===== config.mk =====
export PLATFORM = sky130hd
export DESIGN_NAME = adder_issue_ctrl_flat
export DESIGN_NICKNAME = d
export VERILOG_FILES = /design/src/rtl/adder_issue_ctrl_if.sv /design/src/rtl/adder_issue_ctrl.sv /design/src/flat_wrapper.sv
export SDC_FILE = /design/constraint.sdc
export NUM_CORES = 1
export LEC_CHECK = 0
export ABC_AREA = 1
export CAP_MARGIN = 20
export CORE_MARGIN = 4
export CORE_UTILIZATION = 30
export CTS_CLUSTER_DIAMETER = 150
export DETAILED_ROUTE_END_ITERATION = 10
export PLACE_DENSITY = 0.69
export SLEW_MARGIN = 20
export SYNTH_ARGS = -nofsm -noshare
export SYNTH_HDL_FRONTEND = slang
export SYNTH_SLANG_ARGS = --single-unit

===== constraint.sdc =====
create_clock -name clk -period 4.8 [get_ports clk]
set_clock_uncertainty 0.1 [all_clocks]
set_input_delay 1.44 -clock clk [delete_from_list [all_inputs] [get_ports clk]]
set_output_delay 1.44 -clock clk [all_outputs]
set_load 0.01 [all_outputs]

===== src/rtl/adder_issue_ctrl_if.sv =====
// adder_issue_ctrl_if
// Bundles the issue controller's operand input port, half_adder FU request
// and response signals, result output port and op counter.
//   master : controller side (drives in_ready, fu_*, out_*, op_count)
//   slave  : tile/environment side (drives operands, FU response, out_ready)
interface adder_issue_ctrl_if #(
    parameter int WIDTH     = 16,
    parameter int CNT_WIDTH = 8
);
    logic                 in_valid;
    logic                 in_ready;
    logic [WIDTH-1:0]     in_a;
    logic [WIDTH-1:0]     in_b;

    logic                 fu_on_off;
    logic [WIDTH-1:0]     fu_a;
    logic [WIDTH-1:0]     fu_b;
    logic [WIDTH-1:0]     fu_c;
    logic                 fu_carry_out;
    logic                 fu_ack;

    logic                 out_valid;
    logic                 out_ready;
    logic [WIDTH-1:0]     out_sum;
    logic                 out_carry;
    logic                 out_timeout;

    logic [CNT_WIDTH-1:0] op_count;

    modport master (
        input  in_valid, in_a, in_b,
        input  fu_c, fu_carry_out, fu_ack,
        input  out_ready,
        output in_ready,
        output fu_on_off, fu_a, fu_b,
        output out_valid, out_sum, out_carry, out_timeout,
        output op_count
    );

    modport slave (
        output in_valid, in_a, in_b,
        output fu_c, fu_carry_out, fu_ack,
        output out_ready,
        input  in_ready,
        input  fu_on_off, fu_a, fu_b,
        input  out_valid, out_sum, out_carry, out_timeout,
        input  op_count
    );
endinterface


===== src/rtl/adder_issue_ctrl.sv =====
// adder_issue_ctrl
// Issue controller in front of the half_adder FU. Accepts an operand pair,
// holds the FU enabled with the operands until fu_ack or a timeout, captures
// {carry, sum} and offers it on the result port. Counts successful ops.
// Ports:
//   clk   : system clock, rising edge
//   reset : asynchronous, active-high
//   bus   : adder_issue_ctrl_if.master (operand in, FU request/response,
//           result out, op_count)
//
// state  | meaning
// -------+-----------------------------------------------------------
// S_IDLE | ready for an operand pair
// S_WAIT | FU enabled with latched operands, waiting for ack/timeout
// S_DONE | result (or timeout marker) offered until out_ready
module adder_issue_ctrl #(
    parameter int WIDTH     = 16,
    parameter int TIMEOUT   = 15,
    parameter int CNT_WIDTH = 8
) (
    input  logic             clk,
    input  logic             reset,
    adder_issue_ctrl_if.master bus
);

    typedef enum logic [1:0] {
        S_IDLE = 2'd0,
        S_WAIT = 2'd1,
        S_DONE = 2'd2
    } state_t;

    localparam logic [7:0] TIMER_LOAD = 8'(TIMEOUT);

    state_t               state;
    state_t               state_nxt;
    logic [WIDTH-1:0]     op_a;
    logic [WIDTH-1:0]     op_b;
    logic [7:0]           timer;
    logic                 timer_tc;
    logic [WIDTH-1:0]     sum_q;
    logic                 carry_q;
    logic                 timeout_q;
    logic [CNT_WIDTH-1:0] count_q;

    // Down-counter loaded with TIMEOUT on accept; terminal count of 1 marks
    // the last allowed WAIT cycle.
    assign timer_tc = (timer == 8'd1);

    always_ff @(posedge clk or posedge reset) begin
        if (reset) begin
            state <= S_IDLE;
        end else begin
            state <= state_nxt;
        end
    end

    always_comb begin
        state_nxt     = state;
        bus.in_ready  = 1'b0;
        bus.fu_on_off = 1'b0;
        bus.fu_a      = '0;
        bus.fu_b      = '0;
        bus.out_valid = 1'b0;
        case (state)
            S_IDLE: begin
                // Held low while reset is asserted so nothing is offered
                // acceptance that the register block would discard.
                bus.in_ready = ~reset;
                if (bus.in_valid) begin
                    state_nxt = S_WAIT;
                end
            end
            S_WAIT: begin
                bus.fu_on_off = 1'b1;
                bus.fu_a      = op_a;
                bus.fu_b      = op_b;
                if (bus.fu_ack || timer_tc) begin
                    state_nxt = S_DONE;
                end
            end
            S_DONE: begin
                bus.out_valid = 1'b1;
                if (bus.out_ready) begin
                    state_nxt = S_IDLE;
                end
            end
            default: begin
                state_nxt = S_IDLE;
            end
        endcase
    end

    always_ff @(posedge clk or posedge reset) begin
        if (reset) begin
            op_a      <= '0;
            op_b      <= '0;
            timer     <= '0;
            sum_q     <= '0;
            carry_q   <= 1'b0;
            timeout_q <= 1'b0;
            count_q   <= '0;
        end else begin
            case (state)
                S_IDLE: begin
                    if (bus.in_valid) begin
                        op_a  <= bus.in_a;
                        op_b  <= bus.in_b;
                        timer <= TIMER_LOAD;
                    end
                end
                S_WAIT: begin
                    // Ack takes priority so a response on the final allowed
                    // cycle is still delivered as data.
                    if (bus.fu_ack) begin
                        sum_q     <= bus.fu_c;
                        carry_q   <= bus.fu_carry_out;
                        timeout_q <= 1'b0;
                        count_q   <= count_q + 1'b1;
                    end else if (timer_tc) begin
                        sum_q     <= '0;
                        carry_q   <= 1'b0;
                        timeout_q <= 1'b1;
                    end else begin
                        timer <= timer - 8'd1;
                    end
                end
                default: begin
                end
            endcase
        end
    end

    assign bus.out_sum     = sum_q;
    assign bus.out_carry   = carry_q;
    assign bus.out_timeout = timeout_q;
    assign bus.op_count    = count_q;

endmodule


===== src/flat_wrapper.sv =====
// flat-port wrapper written by rule: the top's interface ports become plain ports
module adder_issue_ctrl_flat 
#(
    parameter int WIDTH     = 16,
    parameter int TIMEOUT   = 15,
    parameter int CNT_WIDTH = 8
)
  (clk, reset, bus_in_valid, bus_in_a, bus_in_b, bus_fu_c, bus_fu_carry_out, bus_fu_ack, bus_out_ready, bus_in_ready, bus_fu_on_off, bus_fu_a, bus_fu_b, bus_out_valid, bus_out_sum, bus_out_carry, bus_out_timeout, bus_op_count);
  adder_issue_ctrl_if #(.WIDTH(WIDTH), .CNT_WIDTH(CNT_WIDTH)) bus_i ();
  input  logic clk;
  input  logic reset;
  input wire logic [$bits(bus_i.in_valid)-1:0] bus_in_valid;
  input wire logic [$bits(bus_i.in_a)-1:0] bus_in_a;
  input wire logic [$bits(bus_i.in_b)-1:0] bus_in_b;
  input wire logic [$bits(bus_i.fu_c)-1:0] bus_fu_c;
  input wire logic [$bits(bus_i.fu_carry_out)-1:0] bus_fu_carry_out;
  input wire logic [$bits(bus_i.fu_ack)-1:0] bus_fu_ack;
  input wire logic [$bits(bus_i.out_ready)-1:0] bus_out_ready;
  output wire logic [$bits(bus_i.in_ready)-1:0] bus_in_ready;
  output wire logic [$bits(bus_i.fu_on_off)-1:0] bus_fu_on_off;
  output wire logic [$bits(bus_i.fu_a)-1:0] bus_fu_a;
  output wire logic [$bits(bus_i.fu_b)-1:0] bus_fu_b;
  output wire logic [$bits(bus_i.out_valid)-1:0] bus_out_valid;
  output wire logic [$bits(bus_i.out_sum)-1:0] bus_out_sum;
  output wire logic [$bits(bus_i.out_carry)-1:0] bus_out_carry;
  output wire logic [$bits(bus_i.out_timeout)-1:0] bus_out_timeout;
  output wire logic [$bits(bus_i.op_count)-1:0] bus_op_count;
  assign bus_i.in_valid = bus_in_valid;
  assign bus_i.in_a = bus_in_a;
  assign bus_i.in_b = bus_in_b;
  assign bus_i.fu_c = bus_fu_c;
  assign bus_i.fu_carry_out = bus_fu_carry_out;
  assign bus_i.fu_ack = bus_fu_ack;
  assign bus_i.out_ready = bus_out_ready;
  assign bus_in_ready = bus_i.in_ready;
  assign bus_fu_on_off = bus_i.fu_on_off;
  assign bus_fu_a = bus_i.fu_a;
  assign bus_fu_b = bus_i.fu_b;
  assign bus_out_valid = bus_i.out_valid;
  assign bus_out_sum = bus_i.out_sum;
  assign bus_out_carry = bus_i.out_carry;
  assign bus_out_timeout = bus_i.out_timeout;
  assign bus_op_count = bus_i.op_count;
  adder_issue_ctrl #(.WIDTH(WIDTH), .TIMEOUT(TIMEOUT), .CNT_WIDTH(CNT_WIDTH)) u_core (.clk(clk), .reset(reset), .bus(bus_i));
endmodule

==> out/metrics.cfg <==
[routing]
drt-total-wl_um=7470
ant_nets=0
wire_per_inst_um=12.0
drc_errors=0
vias=2691
via_per_inst=4.31
firstDrtPassIters=4
drt-initial-drc-count=147

[logic_synthesis]
synth_warnings=0
synth_nets=431
ys_async_sr_fraction_pct=100
postSynthAreaPerCell_um2=8.18
yosys.area.top_type=dfrtp_1
ys.flop_type=dfrtp_1
synth_cell_types=26
ys_top_cells_by_count=nand2_1 (85), nor2_1 (79), dfrtp_1 (68)
netlist_instances=374
yosysTopAreaCellShare_pct=55.6
ys_seq_area_share_pct=55.6
netlist_area_um2=3060
synth_edf_count=0
synth-seq-cells=68
synth_area_leaders=dfrtp_1 (56%), nand2_1 (10%), nor2_1 (9.7%)
synth.most_common_cell=nand2_1

[floorplanning]
dieArea_um2=11900
ios=115
row_count=36
dieWidth_um=109
dieHeight_um=109
initial_utilization_pct=31.0
core_area_um2=9860

[timing]
setup_viol=0
maxSlewHeadroom_pct=61.0
worst_pin_slew_ns=0.585
fmax_ghz=0.241
timing.final.max_slew_violations=0
min_period_over_period_pct=86.3
period_needed_ns=4.14
grt_setup_unrepaired=no
fin_tns_setup_ns=0
whs_ns=0.373
hold_violations=0

[final_layout]
utilization_pct=45.7
final_nets=545
area_growth_pct=47.3
layout-drive-gt1-share_pct=5.89
diodes=0

[worst_hold_path]
min-delay-start=u_core.bus.out_sum[0]$_DFFE_PP0P_
hold_path.class=flip-flop to flip-flop
worstHoldEndpoint=u_core.bus.out_sum[0]$_DFFE_PP0P_
hold_depth=2

[clocking]
cts_buffers=9
clockBufferDepth=2
clock_latency_ns=0.34
clockRootBuffer=clkbuf_8
cts_setup_buffers=0
clock_sink_count=68
ctsResizeCount=0
postCtsHoldBufs=0
cts-htree-levels=3
path_clk_slew_ns=0.07
cts_tree=built

[job]
cap_violations=0

[power]
p_leak_nw=2.17
power.density_nw_per_um2=613
peakVddDrop_uv=363
p_total_w=0.00276

[worst_setup_path]
start_kind=input port
cp_common_cell=clkdlybuf4s50_1
cp_max_fo=2
cp_slowest_cell=clkdlybuf4s50_1
end_kind=output port
cp.required_ns=3.26
cp_slowest_stage_delay_ns=0.58
r2r_slack_ns=2.63
crit_arrival_ns=2.60
reg2reg_depth=6
critPathKind=input port to output port
crit_chain=clkdlybuf4s50_1 > nor3_1 > clkdlybuf4s50_1
r2r-start=u_core.state[0]$_DFFE_PP0P_
r2r_end=u_core.state[1]$_DFFE_PP0P_

[placement]
dpl.hpwl_um=5460
io_buffers=114
gp_congestion=0.816

[global_routing]
overflow=0
grt_pass1_vias=2641
grt_pass1_wl_um=12300
grt_max_degree=47
antenna_found_initial=0
track_usage_pct=13.3

[status]
status=complete, no violations

-- stage by stage --
stage               setup slack, ns  cells  area, um^2
floorplan                      1.55    374        3060
global placement              0.664    610        4320
detailed placement            0.640    610        4320
CTS                           0.633    625        4510
global route                  0.574    625        4510
finish                        0.656    625        4510
-- power by group --
part,internal [W],switching (W)
sequential,0.000821,0.000131
combinational,0.000636,0.000719
clock,0.000248,0.000209
total,0.00171,0.00106
-- per-layer routing --
layer  up-vias  wire [um]  GRT usage (%)
li1       1365          -              -
met1      1241       3080           16.1
met2        76       3810           22.3
met3         9        480           3.79
met4         0        104           4.96
met5         -          0              0
-- cell usage in the layout (no fill, tap or decap), types with 2 or more instances in the layout --
master             n
nand2_2            2
xor2_1             3
dfrtp_1           68
nor3_1             2
o21ai_1            2
buf_4              2
inv_1             47
clkdlybuf4s50_1  114
ha_1               3
nor2_1            79
nand2_1           84
xnor2_1            2
clkinv_2           3
clkbuf_8          10
o21ai_0           10
nand3_1           12
inv_2              4
a21oi_1           33
nand4_1            2
-- state kept, by name (all words and copies together), names as in the netlist --
signal / cells
u_core.bus.op_count: 8
u_core.bus.out_carry: 1
u_core.op_a: 16
u_core.bus.out_sum: 16
u_core.timer: 8
u_core.bus.out_timeout: 1
u_core.op_b: 16
u_core.state: 2
-- worst max path at each step --
stage	startpoint	end	depth (start not counted)
detailed placement	reset	bus_in_ready	3
floorplan	reset	u_core.bus.op_count[0]$_DFFE_PP0P_	1
global placement	reset	bus_in_ready	3
global route	reset	bus_in_ready	3
finish	reset	bus_in_ready	3
CTS	reset	bus_in_ready	3
-- cell families (layout without fill, tap and decap cells) --
kind of cell	Yosys count	in the layout	synth area share [%]
buf+inv	65	183	8.75
fa+ha+maj	3	3	1.23
simple gates	186	186	24.7
compound gates	47	47	8.30
flops	68	68	55.6
xor+xnor	5	5	1.43
-- layout make-up --
type                       instances  area [um^2]
fill                             970         5360
sequential                        68         1700
timing repair buffer             116         1160
multi-input combinational        241         1090
inverter                          52          200
tap                              133          166
clock buffer                      10          138
clock inverter                     5         52.6
-- critical path: cells and delay by family --
kind	cells	cell delay, ns
buffers and inverters	2	1.01
and+or+nand+nor	1	0.16
Note: power is estimated with default switching activity, not from simulation.
